===== config.mk =====
export PLATFORM = sky130hd
export DESIGN_NAME = dmem_rmw_ctrl
export DESIGN_NICKNAME = d
export VERILOG_FILES = /design/src/rtl/dmem_pkg.sv /design/src/rtl/load_ext.sv /design/src/rtl/dmem_rmw_ctrl.sv
export SDC_FILE = /design/constraint.sdc
export NUM_CORES = 1
export LEC_CHECK = 0
export CAP_MARGIN = 10
export CORE_UTILIZATION = 40
export CTS_CLUSTER_SIZE = 24
export DETAILED_ROUTE_END_ITERATION = 7
export DONT_BUFFER_PORTS = 1
export SETUP_SLACK_MARGIN = 0.15
export SLEW_MARGIN = 20
export SYNTH_ARGS = -nofsm -noshare
export SYNTH_HDL_FRONTEND = slang
export SYNTH_HIERARCHICAL = 1
export SYNTH_SLANG_ARGS = --single-unit

===== constraint.sdc =====
create_clock -name clk_i -period 2.21 [get_ports clk_i]
set_input_delay 0.3315 -clock clk_i [delete_from_list [all_inputs] [get_ports clk_i]]
set_output_delay 0.3315 -clock clk_i [all_outputs]
set_load 0.02 [all_outputs]

===== src/rtl/dmem_pkg.sv =====
// Shared types and lane-merge helper for the data-memory RMW controller.
package dmem_pkg;

  typedef enum logic [1:0] {
    MT_WORD = 2'b00,
    MT_BYTE = 2'b01,
    MT_HALF = 2'b10
  } memtype_t;

  typedef enum logic [1:0] {
    IDLE    = 2'b00,
    RMW_RD  = 2'b01,
    RMW_WR  = 2'b10,
    LD_WAIT = 2'b11
  } rmw_state_t;

  localparam int BYTES_PER_WORD = 4;

  // Encoding 2'b11 is treated as a full word access.
  function automatic memtype_t decode_memtype(input logic [1:0] code);
    memtype_t mt;
    case (code)
      2'b01:   mt = MT_BYTE;
      2'b10:   mt = MT_HALF;
      default: mt = MT_WORD;
    endcase
    return mt;
  endfunction

  function automatic logic [31:0] merge_lanes(input logic [31:0] old_word,
                                              input logic [31:0] new_data,
                                              input memtype_t    mt,
                                              input logic [1:0]  offset);
    logic [31:0]               lane_data;
    logic [BYTES_PER_WORD-1:0] mask;
    logic [31:0]               merged;
    case (mt)
      MT_BYTE: begin
        lane_data = {4{new_data[7:0]}};
        mask      = 4'b0001 << offset;
      end
      MT_HALF: begin
        lane_data = {2{new_data[15:0]}};
        mask      = offset[1] ? 4'b1100 : 4'b0011;
      end
      default: begin
        lane_data = new_data;
        mask      = 4'b1111;
      end
    endcase
    for (int i = 0; i < BYTES_PER_WORD; i++) begin
      merged[8*i +: 8] = mask[i] ? lane_data[8*i +: 8] : old_word[8*i +: 8];
    end
    return merged;
  endfunction

endpackage


===== src/rtl/load_ext.sv =====
// Load-data lane select plus sign/zero extension (purely combinational).
module load_ext
  import dmem_pkg::*;
(
  input  memtype_t    memtype,
  input  logic        is_unsigned,
  input  logic [1:0]  offset,
  input  logic [31:0] word,
  output logic [31:0] result
);

  logic [7:0]  byte_s;
  logic [15:0] half_s;

  // Pick the addressed lane and extend it to a full word.
  always_comb begin
    byte_s = 8'h00;
    half_s = 16'h0000;
    result = word;
    case (memtype)
      MT_BYTE: begin
        case (offset)
          2'b00:   byte_s = word[7:0];
          2'b01:   byte_s = word[15:8];
          2'b10:   byte_s = word[23:16];
          default: byte_s = word[31:24];
        endcase
        result = {{24{~is_unsigned & byte_s[7]}}, byte_s};
      end
      MT_HALF: begin
        if (offset[1]) begin
          half_s = word[31:16];
        end else begin
          half_s = word[15:0];
        end
        result = {{16{~is_unsigned & half_s[15]}}, half_s};
      end
      default: result = word;
    endcase
  end

endmodule


===== src/rtl/dmem_rmw_ctrl.sv =====
// Data-memory access controller: single-cycle word stores, two-cycle RMW for
// sub-word stores, one-wait loads. Define DMEM_MISALIGN_CHK_EN to drop misaligned requests.
module dmem_rmw_ctrl
  import dmem_pkg::*;
#(
  parameter int WIDTH      = 32,
  parameter int ADDR_WIDTH = 32
) (
  input  logic                  clk_i,
  input  logic                  rstn_i,
  input  logic                  req_valid_i,
  input  logic                  req_we_i,
  input  logic [1:0]            memtype_i,
  input  logic                  unsigned_i,
  input  logic [ADDR_WIDTH-1:0] addr_i,
  input  logic [WIDTH-1:0]      wdata_i,
  output logic                  stall_o,
  output logic [WIDTH-1:0]      rdata_o,
  output logic                  rdata_valid_o,
  output logic                  misalign_o,
  output logic [ADDR_WIDTH-1:0] mem_addr_o,
  output logic                  mem_re_o,
  output logic                  mem_we_o,
  output logic [WIDTH-1:0]      mem_wd_o,
  input  logic [WIDTH-1:0]      mem_rd_i
);

  rmw_state_t            state_r;
  logic [ADDR_WIDTH-1:0] addr_r;
  logic [WIDTH-1:0]      wdata_r;
  memtype_t              memtype_r;
  logic                  unsigned_r;
  logic [WIDTH-1:0]      merged_r;

  memtype_t              mt_s;
  logic                  req_s;
  logic                  misalign_s;
  logic                  word_store_s;
  logic [WIDTH-1:0]      ext_s;

  // Gating with reset keeps every output low while reset is held.
  assign req_s        = req_valid_i & rstn_i;
  assign mt_s         = decode_memtype(memtype_i);
  assign word_store_s = req_we_i & (mt_s == MT_WORD);

`ifdef DMEM_MISALIGN_CHK_EN
  assign misalign_s = ((mt_s == MT_HALF) & addr_i[0]) |
                      ((mt_s == MT_WORD) & (addr_i[1:0] != 2'b00));
`else
  assign misalign_s = 1'b0;
`endif

  load_ext u_load_ext (
    .memtype     (memtype_r),
    .is_unsigned (unsigned_r),
    .offset      (addr_r[1:0]),
    .word        (mem_rd_i),
    .result      (ext_s)
  );

  // Output decode from state; IDLE outputs follow the request combinationally.
  always_comb begin
    stall_o       = 1'b0;
    rdata_o       = {WIDTH{1'b0}};
    rdata_valid_o = 1'b0;
    misalign_o    = 1'b0;
    mem_addr_o    = {ADDR_WIDTH{1'b0}};
    mem_re_o      = 1'b0;
    mem_we_o      = 1'b0;
    mem_wd_o      = {WIDTH{1'b0}};
    case (state_r)
      IDLE: begin
        if (req_s && misalign_s) begin
          misalign_o = 1'b1;
        end else if (req_s && word_store_s) begin
          mem_we_o   = 1'b1;
          mem_wd_o   = wdata_i;
          mem_addr_o = {addr_i[ADDR_WIDTH-1:2], 2'b00};
        end else if (req_s) begin
          mem_re_o   = 1'b1;
          stall_o    = 1'b1;
          mem_addr_o = {addr_i[ADDR_WIDTH-1:2], 2'b00};
        end else begin
          stall_o = 1'b0;
        end
      end
      RMW_RD: begin
        stall_o    = 1'b1;
        mem_addr_o = {addr_r[ADDR_WIDTH-1:2], 2'b00};
      end
      RMW_WR: begin
        mem_we_o   = 1'b1;
        mem_wd_o   = merged_r;
        mem_addr_o = {addr_r[ADDR_WIDTH-1:2], 2'b00};
      end
      LD_WAIT: begin
        rdata_o       = ext_s;
        rdata_valid_o = 1'b1;
        mem_addr_o    = {addr_r[ADDR_WIDTH-1:2], 2'b00};
      end
      default: stall_o = 1'b0;
    endcase
  end

  // Request latching and state sequencing; a new request in RMW_WR is dropped.
  always_ff @(posedge clk_i or negedge rstn_i) begin
    if (!rstn_i) begin
      state_r    <= IDLE;
      addr_r     <= {ADDR_WIDTH{1'b0}};
      wdata_r    <= {WIDTH{1'b0}};
      memtype_r  <= MT_WORD;
      unsigned_r <= 1'b0;
      merged_r   <= {WIDTH{1'b0}};
    end else begin
      case (state_r)
        IDLE: begin
          if (req_valid_i && !misalign_s && !word_store_s) begin
            addr_r     <= addr_i;
            wdata_r    <= wdata_i;
            memtype_r  <= mt_s;
            unsigned_r <= unsigned_i;
            state_r    <= req_we_i ? RMW_RD : LD_WAIT;
          end
        end
        RMW_RD: begin
          merged_r <= merge_lanes(mem_rd_i, wdata_r, memtype_r, addr_r[1:0]);
          state_r  <= RMW_WR;
        end
        RMW_WR:  state_r <= IDLE;
        LD_WAIT: state_r <= IDLE;
        default: state_r <= IDLE;
      endcase
    end
  end

endmodule

# Word level (Yosys, flattened, before mapping)
# Cells that the tools add are included.
[op_classes]
eq_ne = 10
bitwise_logic = 5
n_reduce_logical = 9
muxes = 30
shift = 1
[op_table]
columns = ["cell", "count"]
rows = [
  ["case mux 32 bit (2 select lines)", 4],
  ["2-to-1 mux 32 bit", 4],
  ["2-to-1 mux 8 bit", 5],
  ["2-to-1 mux 16 bit", 2],
  ["case mux 8 bit (3 select lines)", 1],
  ["equality test 2 bit, second input constant", 5],
  ["equality test 2 x 1 -> 1 bit, second input constant", 4],
  ["2-to-1 mux 4 bit", 2],
  ["case mux 4 bit (2 select lines)", 1],
  ["logical NOT 2 bit", 3],
  ["case mux 2 bit (3 select lines)", 1],
  ["2-to-1 mux 1 bit", 5],
  ["AND 1 bit", 4],
  ["2-to-1 mux 2 bit", 2],
  ["case mux 1 bit (2 select lines)", 2],
  ["case mux 2 bit (2 select lines)", 1],
  ["<< shifter 1 x 2 -> 4 bit, first input constant", 1],
  ["OR reduction 3 bit", 1],
  ["logical AND 1 bit", 2],
  ["inequality test 2 bit, second input constant", 1],
  ["AND reduction 2 bit", 1],
  ["OR reduction 2 bit", 1],
  ["logical NOT 1 bit", 1],
  ["inverter 1 bit", 1],
]
[word_totals]
reg_bits = 101
word_cells = 61
out_inout_bits = 101
in_bits = 103

# Logic depth before layout (Yosys ltp)
# Gate-level depths: netlist of run 1.
[logic_depth]
word_depth = 8
ltp_mapped = 9
mapped_depth_nobuf = 7

# Cells and area by module
# Netlist of run 1, hierarchy kept.
[modules_own_cells]
columns = ["mod", "n_inst", "cells_per_inst", "seq_area_each_um2", "area_per_inst_um2"]
rows = [
  ["dmem_rmw_ctrl", 1, 652, 2527.4, 5367.6],
  ["load_ext", 1, 113, 0.0, 711.9],
]

# Worst setup path after synthesis of run 1
# OpenSTA, ideal clock, no wires.
[synth_path]
kind = "reg-to-output"
from = "register memtype_r[0]"
to = "output rdata_o[25]"
arrival_ns = 1.721
setup_slack_ns = 0.158
path_stages_with_launch = 8
path_buffers = 2
t_required_ns = 1.879
cell_sequence = "dfrtp_1 -> inv_1 -> ha_1 -> buf_2 -> or2_2 -> clkbuf_1 -> a21oi_1 -> and3_1"
[synth_between]
elab_chain_cells = 3
elab_cells_between_ends = 4
cone_classes = "eq/ne: 2; mux: 2"
[synth_rtl]
columns = ["item", "line", "source"]
rows = [
  ["start: declaration", "dmem_rmw_ctrl.sv:31", "memtype_t memtype_r;"],
  ["start signal: assignment", "dmem_rmw_ctrl.sv:120", "memtype_r <= mt_s;"],
  ["equality test 2 bit or equality test 2 x 1 -> 1 bit (tied branches)", "load_ext.sv:20", "case (memtype)"],
  ["case mux 32 bit (2 select lines) (*)", "load_ext.sv:20", ""],
  ["net ext_s[25]", "dmem_rmw_ctrl.sv:39", "logic [WIDTH-1:0] ext_s;"],
  ["2-to-1 mux 32 bit (*)", "dmem_rmw_ctrl.sv:71", "case (state_r)"],
  ["end: declaration", "dmem_rmw_ctrl.sv:18", "output logic [WIDTH-1:0] rdata_o,"],
]
# The timed path passes the listed nets; every way through them passes the cells marked *.

# Worst setup path after layout of run 1
[layout_path]
from = "register memtype_r[1]"
to = "output rdata_o[26]"
# Same word-level chain as after synthesis.

==> flow_summary_export.csv, run 1 <==
group,metric,value,unit
routing,drc_errors,19,
timing,finalWorstSetupSlack,-0.147,ns
synthesis,syn_area,6080,um^2
timing,slew_headroom,65.2,%
setup_path,crit_type,"reg -> out",
clock_network,cts_buffers,9,
setup_path,rrSetupSlack,0.22,ns
placed_design,dp_hpwl,14100,um
floorplanning,dieHeight,125,um
synthesis,synth.distinct_cells,41,
power,internal_power,5330,uW
floorplanning,rows,44,
setup_path,critPathMaxFanout,8,
synthesis,synthFlopType,"dfrtp_1",
setup_path,path_delay_family,"flip-flops",
global_routing,grt_max_degree,105,
timing,rsz0062_at_grt,"true",
floorplanning,dieArea,15700,um^2
routing,first_iter_violations,509,
timing,finalMaxSlewViolations,0,
layout,synthToLayoutAreaGrowth,32.5,%
floorplanning,coreArea,14700,um^2
timing,worstMarginPinSlew,0.523,ns
routing,drt-pass1-iter-count,7,
synthesis,yosysWarnings,6,
routing,num_vias,5718,
synthesis,synth_top_area_share,41.6,%
setup_path,critPathCaptureType,"output pin",
power,ir_drop,0.000490,V
hold_path,min_path_type,"in -> async",
outcome,violations,"design-rule violations, negative hold slack, negative setup slack",
placed_design,port_buffers,0,
power,p_sw_share,41.1,%
power,p_comb_share,48.5,%
layout,drive_gt1_share,30.7,%
setup_path,crit_buf_inv,3,
timing,fin_worst_skew,0.00832,ns
routing,vias_per_cell,5.96,
placed_design,placed_area,6260,um^2
synthesis,syn_inst,765,
flow_run,maxCapViolCount,0,
setup_path,cp_slowest_cell,"dfrtp_1",
timing,hold_ws,-0.337,ns
placed_design,gp_routability_congestion,0.956,
synthesis,avgSynthCellArea,7.95,um^2
setup_path,slowest_delay,0.43,ns
synthesis,synthArstFlopShare,100,%
clock_network,clock_latency,0.36,ns
placed_design,pre_cts_slack,-0.0538,ns
timing,final_hold_viol_count,101,
power,clkPwrFrac,17.8,%
synthesis,synthTopCellsByArea,"dfrtp_1 42%, nand2_1 15%, a22o_1 8.9%, a21oi_1 4.8%, o21ai_0 4.3%",
power,switchingPower,3720,uW
clock_network,ctsHtreeMaxLevel,3,
floorplanning,initial_core_util,41.4,%
setup_path,reg2reg_depth,9,
power,p_per_area,1120,nW/um^2
global_routing,grt_pass1_vias,5451,
clock_network,cts_num_sinks,101,
synthesis,ys_ff_latch,101,
floorplanning,io_pins,204,
power,p_leak,0.00370,uW
power,finalPower,9050,uW
power,p_seq_share,33.7,%
timing,fmax,424,MHz
setup_path,r2r-end,"merged_r[15]",
layout,finalInstanceArea,8050,um^2
layout,final_util,54.8,%
timing,setup_viol,39,
layout,n_fill_cell,1269,
global_routing,grt_pass1_wl,31600,um
clock_network,cts_tree,"built",
setup_path,crit_arrival,2.03,ns
routing,wl_per_cell,22.3,um
synthesis,synth_top_area_cell,"dfrtp_1",
setup_path,cp-start-kind,"flop",
layout,nets,879,
timing,period_needed,2.36,ns
clock_network,ctsRootBufferMaster,"clkbuf_16",
timing,min_period_over_period,107,%
synthesis,synth-seq-area-share,41.6,%
global_routing,grt.total_usage,26.4,%
routing,antenna_left,0,
clock_network,cts_buffer_depth,2,
floorplanning,die_w,125,um
layout,final_cell_mix,"243 x nand2_1, 99 x dfrtp_1, 58 x a22o_4",
setup_path,critPathRequiredTime,1.88,ns
global_routing,antenna_found_initial,0,
routing,routed_wl,21300,um
global_routing,gr-total-overflow,0,
outcome,run_status,"complete, but fails checks",
clock_network,path_clk_slew,0.07,ns
layout,layout_commonest_cell,"nand2_1",
synthesis,synth_edf_count,0,
setup_path,path_cells,"inv_2, ha_4, buf_6, nand2b_4, o22ai_4, nor2b_4, buf_12, a21oi_4, and3_4",
setup_path,reg2reg_from,"memtype_r[1]",
layout,num_antenna_cells,0,
[worst max-delay path by stage]
stage	start	endpoint	slack, ns	cells after the start
finish	memtype_r[1]	rdata_o[26]	-0.15	9
global route	memtype_r[1]	rdata_o[28]	-0.23	9
CTS	memtype_r[1]	rdata_o[31]	-0.11	9
detailed placement	memtype_r[0]	rdata_o[31]	-0.05	6
global placement	memtype_r[0]	rdata_o[28]	0.07	6
floorplan	memtype_r[0]	rdata_o[25]	0.16	7
[registers in the layout, indices dropped and copies added, names as in the netlist]
name	cells
merged_r	32
memtype_r	2
wdata_r	32
state_r	2
addr_r	32
unsigned_r	1
[layout make-up]
type	count	area (um^2)	share of cell area [%]
Multi-Input combinational cell	590	4230	52.5
Sequential cell	101	2530	31.4
Timing Repair Buffer	58	737	9.15
Clock buffer	12	246	3.06
Tap cell	184	230	2.86
Clock inverter	4	47.5	0.590
Inverter	10	37.5	0.466
[kinds of logic after synthesis]
kind of cell | after synthesis | share of synthesized area [%]
multiplexers | 18 | 3.19
AO/OA/AOI/OAI | 219 | 24.6
buffers and inverters | 79 | 5.52
other | 1 | 0.0617
adder cells (fa/ha/maj) | 6 | 1.23
flip-flops | 101 | 41.6
AND/OR/NAND/NOR | 341 | 23.9
[worst register-to-register path, cell delays in order, from the launching register on]
cell and delay [ns]:
dfrtp_1 0.43, buf_4 0.14, buf_4 0.11, inv_1 0.05, ha_2 0.19, buf_6 0.13
buf_4 0.17, nor2b_4 0.17, a221oi_1 0.35, o21ai_0 0.14
[power by group through the flow]
stage	Combinational [uW]	Clock, uW	Sequential [uW]
6_report	4380	1610	3050
3_3_place_gp	3170	0	2960
2_1_floorplan	2670	0	2810
5_1_grt	4760	1730	3120
3_5_place_dp	3240	0	2980
4_1_cts	3880	1640	3010
[routing by layer]
metal  vias to the layer above  global-route usage [%]  routed length (um)  share of wire (%)
met4                         0                    10.4                 683                3.2
met5                         -                       0                   0                  0
met3                        41                    9.41                2130                 10
li1                       2656                       -                   -                  -
met1                      2746                    32.8                8530                 40
met2                       275                    41.9               10000                 47
[through the flow]
| stage | TNS (ns) | instances | hold WS, ns |
|---|---|---|---|
| after floorplan | 0 | 767 | 0.0359 |
| after global placement | 0 | 910 | 0.0395 |
| after detailed placement | -0.128 | 910 | 0.0388 |
| after CTS | -2.52 | 947 | -0.344 |
| after global routing | -6.62 | 959 | -0.356 |
| final | -3.65 | 959 | -0.337 |
[cells in the mapped netlist, drive strengths merged (15+ instances only)]
cell type / number
nand2: 244
dfrtp: 101
a22o: 62
a21oi: 59
clkbuf: 52
o21ai: 52
and3: 33
nor2: 31
buf: 17
nor2b: 16
a22oi: 15
[timing repair]
| action | CTS | global route |
|---|---|---|
| cloned | 6 | 3 |
| pin swaps | 38 | 14 |
| endpoints found under the hold margin | 101 | 101 |
| setup buffers | 15 | 9 |
| gates resized for setup | 162 | 85 |
| setup endpoints to repair | 95 | 111 |
(Power assumes the default switching activity.)
==> inputs of run 2 (changes only) <==
Settings changed: ABC_CLOCK_PERIOD_IN_PS set to 2210, REMOVE_ABC_BUFFERS set to 1.
==> run 2 against run 1 <==
Worst setup slack gained 0.0076 ns. Cell count grew 1.4%. Global-route usage grew 2.6 points. Largest power group unchanged. Critical path type unchanged. Highest routed layer unchanged. Count of clock-buffer cells in the layout grew 1. Largest cell class unchanged. The flow still finishes with violations (design-rule violations, negative hold slack, negative setup slack).
==> flow_summary_export.csv, run 2 (same netlist as run 1, synthesis figures left out) <==
group,metric,value,unit
power,ir_drop,0.000560,V
layout,final_cell_mix,"243 x nand2_1, 98 x dfrtp_1, 62 x a22o_4",
timing,fin_worst_skew,0.0108,ns
layout,synthToLayoutAreaGrowth,35.9,%
timing,finalWorstSetupSlack,-0.140,ns
clock_network,cts_buffer_depth,2,
clock_network,ctsHtreeMaxLevel,3,
routing,antenna_left,0,
setup_path,path_cells,"buf_6, mux2_4, a21oi_4, nor2b_4, buf_8, a21oi_2, and3_4",
floorplanning,coreArea,14700,um^2
clock_network,cts_buffers,9,
timing,period_needed,2.35,ns
routing,routed_wl,22800,um
flow_run,maxCapViolCount,0,
floorplanning,rows,44,
global_routing,grt.total_usage,29.0,%
layout,drive_gt1_share,33.2,%
floorplanning,dieHeight,125,um
setup_path,crit_type,"reg -> out",
power,p_per_area,1160,nW/um^2
placed_design,gp_routability_congestion,0.859,
setup_path,reg2reg_from,"memtype_r[0]",
setup_path,r2r-end,"merged_r[5]",
outcome,run_status,"complete, but fails checks",
global_routing,gr-total-overflow,0,
setup_path,critPathCaptureType,"output pin",
timing,fmax,426,MHz
global_routing,antenna_found_initial,0,
timing,final_hold_viol_count,101,
layout,num_antenna_cells,0,
placed_design,dp_hpwl,14200,um
placed_design,port_buffers,0,
setup_path,path_delay_family,"simple AND/OR/NAND/NOR gates",
timing,setup_viol,27,
power,p_leak,0.00379,uW
global_routing,grt_pass1_vias,6043,
outcome,violations,"design-rule violations, negative hold slack, negative setup slack",
timing,finalMaxSlewViolations,0,
routing,num_vias,5980,
layout,layout.cells.non_filler,972,
timing,hold_ws,-0.336,ns
routing,wl_per_cell,23.5,um
placed_design,placed_cells,917,
setup_path,rrSetupSlack,0.24,ns
setup_path,critPathRequiredTime,1.88,ns
routing,drc_errors,16,
clock_network,cts_tree,"built",
timing,min_period_over_period,106,%
layout,nets,892,
power,finalPower,9610,uW
setup_path,cp-start-kind,"flop",
routing,first_iter_violations,627,
routing,vias_per_cell,6.15,
floorplanning,dieArea,15700,um^2
layout,layout_commonest_cell,"nand2_1",
clock_network,path_clk_slew,0.07,ns
clock_network,cts_num_sinks,101,
clock_network,ctsRootBufferMaster,"clkbuf_16",
setup_path,crit_buf_inv,2,
layout,final_util,56.2,%
placed_design,pre_cts_slack,-0.146,ns
hold_path,min_path_type,"in -> async",
floorplanning,io_pins,204,
setup_path,slowest_delay,0.42,ns
setup_path,reg2reg_depth,9,
setup_path,cp_slowest_cell,"dfrtp_1",
floorplanning,initial_core_util,41.4,%
layout,largest_registers,"addr_r x32, merged_r x32, wdata_r x32",
clock_network,clock_latency,0.36,ns
floorplanning,die_w,125,um
setup_path,crit_arrival,2.02,ns
setup_path,critPathMaxFanout,7,
global_routing,grt_pass1_wl,34800,um
routing,drt-pass1-iter-count,7,
timing,rsz0062_at_grt,"true",
global_routing,grt_max_degree,105,
-- run 2: area by class of cell --
class | instances | area (um^2)
Clock buffer | 13 | 250
Clock inverter | 3 | 45.0
Fill cell | 1227 | 6440
Inverter | 10 | 37.5
Multi-Input combinational cell | 591 | 4300
Sequential cell | 101 | 2530
Tap cell | 184 | 230
Timing Repair Buffer | 70 | 863
-- run 2: per-stage QoR --
| step | instance area (um^2) | setup TNS, ns |
|---|---|---|
| after floorplan | 5790 | -101.76 |
| after global placement | 6330 | -0.143 |
| after detailed placement | 6330 | -1.56 |
| after CTS | 8060 | -1.66 |
| after global routing | 8260 | -4.11 |
| final | 8260 | -2.03 |
-- run 2: timing repair --
action | CTS | global route
endpoints found under the hold margin | 101 | 101
setup buffers | 21 | 8
pin swaps | 81 | 27
gates resized for setup | 250 | 35
endpoints found under the setup margin | 112 | 115
gates cloned | 8 | 2
-- run 2: power breakdown --
part           switching [uW]  leakage (uW)  internal (uW)  total (uW)
registers                 573       0.00123           2490        3060
logic                    2770       0.00242           2160        4930
clock network             717      0.000136            912        1630
-- run 2: worst max path at each step --
| stage | from | endpoint | slack, ns | cells after the start |
|---|---|---|---|---|
| final | addr_r[1] | rdata_o[16] | -0.14 | 7 |
| after global routing | memtype_r[1] | rdata_o[4] | -0.19 | 8 |
| after CTS | memtype_r[1] | rdata_o[4] | -0.1 | 8 |
| after detailed placement | memtype_r[0] | rdata_o[23] | -0.15 | 6 |
| after global placement | memtype_r[0] | rdata_o[23] | -0.04 | 6 |
| after floorplan | state_r[0] | stall_o | -1.60 | 5 |
-- run 2: worst register-to-register path: cells and delay by family (launching register included) --
family	cells	cell delay (ns)
adder cells (fa/ha/maj)	1	0.18
multiplexers	1	0.20
AO/OA/AOI/OAI	2	0.47
flip-flops	1	0.38
buffers and inverters	5	0.62
-- run 2: metal layers --
| metal | track usage [%] | part of all wire (%) | vias to the layer above |
|---|---|---|---|
| li1 | - | - | 2679 |
| met1 | 34.2 | 38 | 2901 |
| met2 | 48.8 | 48 | 341 |
| met3 | 8.94 | 9.8 | 59 |
| met4 | 12.7 | 3.7 | 0 |
| met5 | 0 | 0 | - |
==> inputs of run 3 (changes only) <==
Settings changed: CTS_CLUSTER_SIZE 24 to 12.
==> results of run 3 <==
No change in the layout: final DEF, timing and power equal those of run 2.
